===== config.mk =====
export PLATFORM = sky130hd
export DESIGN_NAME = tcp_rx_tmp_buf_drain
export DESIGN_NICKNAME = d
export VERILOG_FILES = /design/src/rtl/tcp_rx_tmp_buf_drain_pkg.sv /design/src/rtl/tcp_rx_drain_skid.sv /design/src/rtl/tcp_rx_tmp_buf_drain.sv
export SDC_FILE = /design/constraint.sdc
export NUM_CORES = 2
export LEC_CHECK = 0
export ABC_AREA = 1
export BUFFER_PORTS_ARGS = -buffer_cell sky130_fd_sc_hd__buf_2
export CORE_AREA = 2 2 457 459
export CTS_CLUSTER_DIAMETER = 150
export DETAILED_ROUTE_END_ITERATION = 8
export DIE_AREA = 0 0 459 461
export HOLD_SLACK_MARGIN = 0.05
export SETUP_SLACK_MARGIN = 0.4
export SKIP_LAST_GASP = 1
export SLEW_MARGIN = 30
export SYNTH_ARGS = -nofsm -noshare
export SYNTH_HDL_FRONTEND = slang
export SYNTH_HIERARCHICAL = 1
export SYNTH_SLANG_ARGS = --single-unit

===== constraint.sdc =====
create_clock -name clk -period 44.6 [get_ports clk]
set_input_delay 2.23 -clock clk [delete_from_list [all_inputs] [get_ports clk]]
set_output_delay 2.23 -clock clk [all_outputs]
set_load 0.01 [all_outputs]

===== src/rtl/tcp_rx_tmp_buf_drain_pkg.sv =====
// Shared types and sizes for the RX temp-buffer drain path.
// Two 143-line slabs of 64 B lines feed the per-flow payload buffer.
package tcp_rx_tmp_buf_drain_pkg;

  localparam int MAC_INTERFACE_BYTES = 64;
  localparam int MAC_INTERFACE_W = MAC_INTERFACE_BYTES * 8;
  localparam int MAC_PAD_W = $clog2(MAC_INTERFACE_BYTES);

  localparam int RX_TMP_BUF_SLAB_BYTES = 9152;
  localparam int RX_TMP_BUF_SLAB_LINES =
    RX_TMP_BUF_SLAB_BYTES / MAC_INTERFACE_BYTES;
  localparam int RX_TMP_BUF_SLABS = 2;
  localparam int RX_TMP_BUF_SLAB_NUM_W = $clog2(RX_TMP_BUF_SLABS);
  localparam int RX_TMP_BUF_MEM_ADDR_W =
    $clog2(RX_TMP_BUF_SLABS * RX_TMP_BUF_SLAB_LINES);
  localparam int RX_TMP_BUF_LINE_W = $clog2(RX_TMP_BUF_SLAB_LINES + 1);

  localparam int FLOWID_W = 8;
  localparam int PAYLOAD_ENTRY_ADDR_W = 32;
  localparam int PAYLOAD_ENTRY_LEN_W = 16;

  typedef struct packed {
    logic [FLOWID_W-1:0]             flowid;
    logic                            accept_payload;
    logic [PAYLOAD_ENTRY_ADDR_W-1:0] payload_addr;
    logic [PAYLOAD_ENTRY_LEN_W-1:0]  payload_len;
  } rx_store_buf_q_struct;

  localparam int RX_STORE_BUF_Q_STRUCT_W = $bits(rx_store_buf_q_struct);

  typedef struct packed {
    logic [FLOWID_W-1:0]            flowid;
    logic                           accepted;
    logic [PAYLOAD_ENTRY_LEN_W-1:0] payload_len;
  } rx_drain_commit_struct;

  localparam int RX_DRAIN_COMMIT_STRUCT_W = $bits(rx_drain_commit_struct);

  typedef enum logic [1:0] {
    DRAIN_IDLE,
    DRAIN_READ,
    DRAIN_COMMIT
  } drain_state_e;

endpackage


===== src/rtl/tcp_rx_drain_skid.sv =====
// Two-entry FIFO between the temp-RAM return path and the payload-buffer
// write port; the reader's credit count keeps it from overflowing.
module tcp_rx_drain_skid
  import tcp_rx_tmp_buf_drain_pkg::*;
#(
  parameter int DATA_W = MAC_INTERFACE_W
) (
  input  logic                            clk,
  input  logic                            rst,
  input  logic                            in_val,
  input  logic [DATA_W-1:0]               in_data,
  input  logic [PAYLOAD_ENTRY_ADDR_W-1:0] in_addr,
  input  logic                            in_last,
  input  logic [MAC_PAD_W-1:0]            in_pad,
  output logic                            out_val,
  input  logic                            out_rdy,
  output logic [DATA_W-1:0]               out_data,
  output logic [PAYLOAD_ENTRY_ADDR_W-1:0] out_addr,
  output logic                            out_last,
  output logic [MAC_PAD_W-1:0]            out_pad,
  output logic [1:0]                      count
);

  typedef struct packed {
    logic [DATA_W-1:0]               data;
    logic [PAYLOAD_ENTRY_ADDR_W-1:0] addr;
    logic                            last;
    logic [MAC_PAD_W-1:0]            pad;
  } ent_t;

  ent_t       ent [2];
  logic       wr_ptr;
  logic       rd_ptr;
  logic [1:0] cnt;
  logic       push;
  logic       pop;

  assign push = in_val && (cnt != 2'd2);
  assign pop = out_val && out_rdy;
  assign out_val = (cnt != 2'd0);
  assign count = cnt;
  assign {out_data, out_addr, out_last, out_pad} = ent[rd_ptr];

  always_ff @(posedge clk) begin
    if (rst) begin
      ent[0] <= '0;
      ent[1] <= '0;
      wr_ptr <= 1'b0;
      rd_ptr <= 1'b0;
      cnt <= 2'd0;
    end else begin
      if (push) begin
        ent[wr_ptr] <= '{in_data, in_addr, in_last, in_pad};
        wr_ptr <= ~wr_ptr;
      end
      if (pop) rd_ptr <= ~rd_ptr;
      cnt <= cnt + {1'b0, push} - {1'b0, pop};
    end
  end

endmodule


===== src/rtl/tcp_rx_tmp_buf_drain.sv =====
// Drains one stored segment per store-queue entry from the temp RAM into
// the payload buffer, then commits to flow state and frees the slab.
module tcp_rx_tmp_buf_drain
  import tcp_rx_tmp_buf_drain_pkg::*;
#(
  parameter int DATA_W     = MAC_INTERFACE_W,
  parameter int SLAB_LINES = RX_TMP_BUF_SLAB_LINES
) (
  input  logic                                clk,
  input  logic                                rst,
  input  logic                                src_drain_req_val,
  input  logic [RX_STORE_BUF_Q_STRUCT_W-1:0]  src_drain_req,
  input  logic [RX_TMP_BUF_SLAB_NUM_W-1:0]    src_drain_req_slab,
  output logic                                drain_src_req_rdy,
  output logic                                drain_mem_rd_en,
  output logic [RX_TMP_BUF_MEM_ADDR_W-1:0]    drain_mem_rd_addr,
  input  logic [DATA_W-1:0]                   mem_drain_rd_data,
  output logic                                drain_dst_wr_val,
  output logic [PAYLOAD_ENTRY_ADDR_W-1:0]     drain_dst_wr_addr,
  output logic [DATA_W-1:0]                   drain_dst_wr_data,
  output logic                                drain_dst_wr_last,
  output logic [MAC_PAD_W-1:0]                drain_dst_wr_padbytes,
  input  logic                                dst_drain_wr_rdy,
  output logic                                drain_slab_free_val,
  output logic [RX_TMP_BUF_SLAB_NUM_W-1:0]    drain_slab_free_num,
  output logic                                drain_commit_val,
  output logic [RX_DRAIN_COMMIT_STRUCT_W-1:0] drain_commit,
  input  logic                                state_drain_commit_rdy
);

  localparam int BYTES = DATA_W / 8;
  localparam int SLAB_BYTES = SLAB_LINES * BYTES;
  localparam int AW = RX_TMP_BUF_MEM_ADDR_W;
  localparam int LW = RX_TMP_BUF_LINE_W;

  rx_store_buf_q_struct  req;
  drain_state_e          state;
  rx_drain_commit_struct commit_q;

  logic                             src_rdy_q;
  logic                             commit_val_q;
  logic                             inflight;
  logic [RX_TMP_BUF_SLAB_NUM_W-1:0] slab_q;
  logic [AW-1:0]                    base_q;
  logic [LW-1:0]                    lines_q;
  logic [LW-1:0]                    rd_idx;
  logic [LW-1:0]                    ret_idx;
  logic [MAC_PAD_W-1:0]             pad_q;
  logic [PAYLOAD_ENTRY_ADDR_W-1:0]  ret_addr;

  logic                 req_hs;
  logic                 req_ok;
  logic [LW-1:0]        req_lines;
  logic [MAC_PAD_W-1:0] req_pad;
  logic                 rd_en;
  logic [2:0]           owed;
  logic [1:0]           fifo_cnt;
  logic                 ret_last;
  logic                 beat_hs;
  logic                 last_hs;
  logic                 commit_hs;

  assign req = src_drain_req;
  assign req_hs = src_drain_req_val && src_rdy_q;
  assign req_ok = req.accept_payload
               && (req.payload_len != '0)
               && (32'(req.payload_len) <= 32'(SLAB_BYTES));
  assign req_lines =
    LW'((32'(req.payload_len) + 32'(BYTES - 1)) / 32'(BYTES));
  assign req_pad = MAC_PAD_W'(32'(BYTES) - 32'(req.payload_len));

  // Reads in flight plus queued beats, net of the beat leaving this cycle.
  assign owed = 3'(inflight) + 3'(fifo_cnt) - 3'(beat_hs);
  assign rd_en = (state == DRAIN_READ) && (rd_idx < lines_q)
              && (owed < 3'd2);
  assign ret_last = (ret_idx == lines_q - LW'(1));

  assign beat_hs = drain_dst_wr_val && dst_drain_wr_rdy;
  assign last_hs = beat_hs && drain_dst_wr_last;
  assign commit_hs = commit_val_q && state_drain_commit_rdy;

  assign drain_src_req_rdy = src_rdy_q;
  assign drain_mem_rd_en = rd_en;
  assign drain_mem_rd_addr = rd_en ? base_q + AW'(rd_idx) : '0;
  assign drain_slab_free_val = commit_hs;
  assign drain_slab_free_num = slab_q;
  assign drain_commit_val = commit_val_q;
  assign drain_commit = commit_q;

  tcp_rx_drain_skid #(
    .DATA_W (DATA_W)
  ) u_skid (
    .clk      (clk),
    .rst      (rst),
    .in_val   (inflight),
    .in_data  (mem_drain_rd_data),
    .in_addr  (ret_addr),
    .in_last  (ret_last),
    .in_pad   (ret_last ? pad_q : '0),
    .out_val  (drain_dst_wr_val),
    .out_rdy  (dst_drain_wr_rdy),
    .out_data (drain_dst_wr_data),
    .out_addr (drain_dst_wr_addr),
    .out_last (drain_dst_wr_last),
    .out_pad  (drain_dst_wr_padbytes),
    .count    (fifo_cnt)
  );

  always_ff @(posedge clk) begin
    if (rst) begin
      state <= DRAIN_IDLE;
      src_rdy_q <= 1'b0;
      commit_val_q <= 1'b0;
      commit_q <= '0;
      inflight <= 1'b0;
      slab_q <= '0;
      base_q <= '0;
      lines_q <= '0;
      pad_q <= '0;
      rd_idx <= '0;
      ret_idx <= '0;
      ret_addr <= '0;
    end else begin
      inflight <= rd_en;
      unique case (state)
        DRAIN_IDLE: begin
          src_rdy_q <= 1'b1;
          if (req_hs) begin
            src_rdy_q <= 1'b0;
            slab_q <= src_drain_req_slab;
            base_q <= AW'(src_drain_req_slab) * AW'(SLAB_LINES);
            lines_q <= req_lines;
            pad_q <= req_pad;
            rd_idx <= '0;
            ret_idx <= '0;
            ret_addr <= req.payload_addr;
            commit_q <= '{req.flowid, req_ok, req.payload_len};
            if (req_ok) begin
              state <= DRAIN_READ;
            end else begin
              state <= DRAIN_COMMIT;
              commit_val_q <= 1'b1;
            end
          end
        end
        DRAIN_READ: begin
          if (rd_en) rd_idx <= rd_idx + LW'(1);
          if (inflight) begin
            ret_idx <= ret_idx + LW'(1);
            ret_addr <= ret_addr + PAYLOAD_ENTRY_ADDR_W'(BYTES);
          end
          if (last_hs) begin
            state <= DRAIN_COMMIT;
            commit_val_q <= 1'b1;
          end
        end
        DRAIN_COMMIT: begin
          if (commit_hs) begin
            commit_val_q <= 1'b0;
            src_rdy_q <= 1'b1;
            state <= DRAIN_IDLE;
          end
        end
        default: state <= DRAIN_IDLE;
      endcase
    end
  end

endmodule


==> run metrics <==
status completed; largest net degree at the start of global routing ~160; Hold WS about 470 ps; FF-to-FF setup slack 40080 ps; Fin. Hold Viols 0; setup slack at placement approximately 38000 ps; PwrDens approximately 45 nW/um^2; register area share after synthesis 66.8%; commonest non-fill, non-tap cell in the layout nor2_1; placed cells about 8100; mapped cell area around 52000 sq um; HPWL Detailed 133000 um; RSZ-0062 raised after global routing no; clock skew around 36 ps; Pre-Repair DR Iteration Count 5; clk root buf clkbuf_16; Final Cell Area about 66000 sq um; CTS tree done; Worst Max-Slew Pin Slew approximately 1000 ps; syn_area_per_cell around 12 sq um; die area between 200000 and 250000 sq um; number of synthesized flops with an enable pin ~1100; worst vdd ir roughly 0.035 mV; Register-to-Register Path Depth 7; max_cap viols 0; Routed Antenna Nets 0; clock buffer depth 3; Setup CP Type reg -> out; unique cell type count in the Yosys netlist 47; Post-Syn Instances between 4000 and 5000; # rows between 150 and 200; CP max FO 77; Worst Setup Slack, final 37320 ps; TNS Setup 0 ps; post-layout min period between 7000 and 8000 ps; area growth from synthesis to layout 25.2%; Post-Route WL roughly 180000 um; Synth Flop Type edfxtp_1; # nets final approximately 6000; initial core utilization 25.4%; routed vias/inst 4.35; most frequent cells in the layout nor2_1, buf_2, edfxtp_1; layout cells sized above 1 approximately a third; cts repair resizes 0; fin crit share roughly 16%; non-filler instance count after layout roughly 8400; Slew HR about a third; Core ar. around 210000 sq um; Post-Syn Nets ~5000; Ys Warns 6; Iter 0 DRT Violations approximately 3000; initial antenna violation count 99; Placer Congestion slightly below 0.9; critical path required time roughly 42000 ps; Leak between 20 and 30 nW; # port buffers approximately 1200; Die X between 400 and 500 um; final slew viol count 0; DR DRC count 0; TritonCTS Buffers approximately 140; crit path to drain_dst_wr_data[487]; Congestion Overflow GR 0; Chip Height around 460 um; postcts setup bufs 0; GR Util All Layers 16.6%; H-tree depth 4; hold_buf cts 0; per-cell routed wire length ~22 um; Max Fclk between 0.1 and 0.15 GHz; Worst R2R End u_skid/ent[0][416]; IO Pins about 1200; #FFs+latches synth around 1200; vias in the first global route around 36000; Critical R2R Launch u_skid/count[1]; CP Data Arrival Time about 5100 ps; clock-pin slew on the worst setup and hold paths around 60 ps; first-pass GRT wire length 255000 um; TritonCTS Sinks around 1200; Async SR Flop Fraction 0%; crit path capture type output port; final setup fails 0; Post-DP Area approximately 61000 sq um; startpoint type of the worst setup path register; DR vias roughly 36000; Clock Latency Late Sink ~800 ps; HP Class reg -> reg
critical path, cell delays in order (launching register included):
cell	delay [ps]
dfxtp_4	840
buf_12	370
buf_16	360
buf_4	730
buf_4	800
mux2_2	430
buf_2	210
sequential cells by signal, indices dropped and copies added (netlist names), named ones only:
| signal | count |
|---|---|
| ret_idx | 8 |
| ret_addr | 32 |
| drain_commit_val | 1 |
| lines_q | 8 |
| u_skid/count | 2 |
| u_skid/rd_ptr | 1 |
| inflight | 1 |
| drain_src_req_rdy | 1 |
| u_skid/ent | 1102 |
| state | 2 |
| rd_idx | 8 |
| base_q | 1 |
| drain_commit | 25 |
| u_skid/wr_ptr | 1 |
| pad_q | 5 |
cell usage after synthesis, types with 7 or more instances:
master	n	share of area, %
a21oi_1	72	0.69
buf_2	135	1.3
buf_4	61	0.87
clkbuf_1	15	0.11
dfxtp_1	97	3.7
edfxtp_1	1102	63
ha_1	24	0.57
inv_1	658	4.7
mux2_2	551	12
nand2_1	185	1.3
nand3_1	54	0.52
nand4_1	12	0.14
nor2_1	1245	8.9
nor3_1	21	0.20
o21ai_0	60	0.57
o221ai_1	8	0.13
xnor2_1	7	0.12
xor2_1	12	0.20
routing by layer:
metal | global-route usage, % | vias to the layer above | part of all wire [%]
li1 | - | 16800 | -
met1 | 19.9 | 17700 | 39
met2 | 27.3 | 1478 | 48
met3 | 6.44 | 329 | 10
met4 | 5.26 | 94 | 2.6
met5 | 0 | - | 0.33
report_power, final:
part           switching, mW  internal, mW
sequential            0.0355          1.28
clock                  0.484         0.665
combinational          0.303         0.194
cell type report:
cell class | instances | area (sq um)
Timing Repair Buffer | 1211 | 6390
Clock buffer | 177 | 3660
Antenna cell | 29 | 72.6
Sequential cell | 1199 | 35000
Clock inverter | 75 | 926
Multi-Input combinational cell | 2306 | 13700
Fill cell | 21000 | 141000
Inverter | 664 | 2490
Tap cell | 2704 | 3380
per-stage QoR:
stage               total power [mW]  utilization (%)
floorplan                       1.65                -
global placement                1.83             29.5
detailed placement              1.84             29.5
CTS                             3.00             31.7
global route                    3.08             31.8
finish                          2.96             31.8
kinds of logic after synthesis:
group,after synthesis,synth area share (%)
multiplexers,551,11.8
XOR/XNOR,19,0.317
AND/OR/NAND/NOR,1546,11.6
buffers and inverters,882,7.13
flip-flops,1199,66.8
AO/OA/AOI/OAI,164,1.74
adder cells (fa/ha/maj),26,0.649
how the worst min path moves through the flow:
stage	start	to	slack, ps	cells after the start
6_report	pad_q[1]	pad_q[1]	470	2
2_1_floorplan	pad_q[1]	pad_q[1]	430	2
3_3_place_gp	pad_q[1]	pad_q[1]	450	2
3_5_place_dp	pad_q[1]	pad_q[1]	450	2
5_1_grt	pad_q[2]	pad_q[2]	490	2
4_1_cts	pad_q[1]	pad_q[1]	460	2
Note: power is estimated with default switching activity, not from simulation.
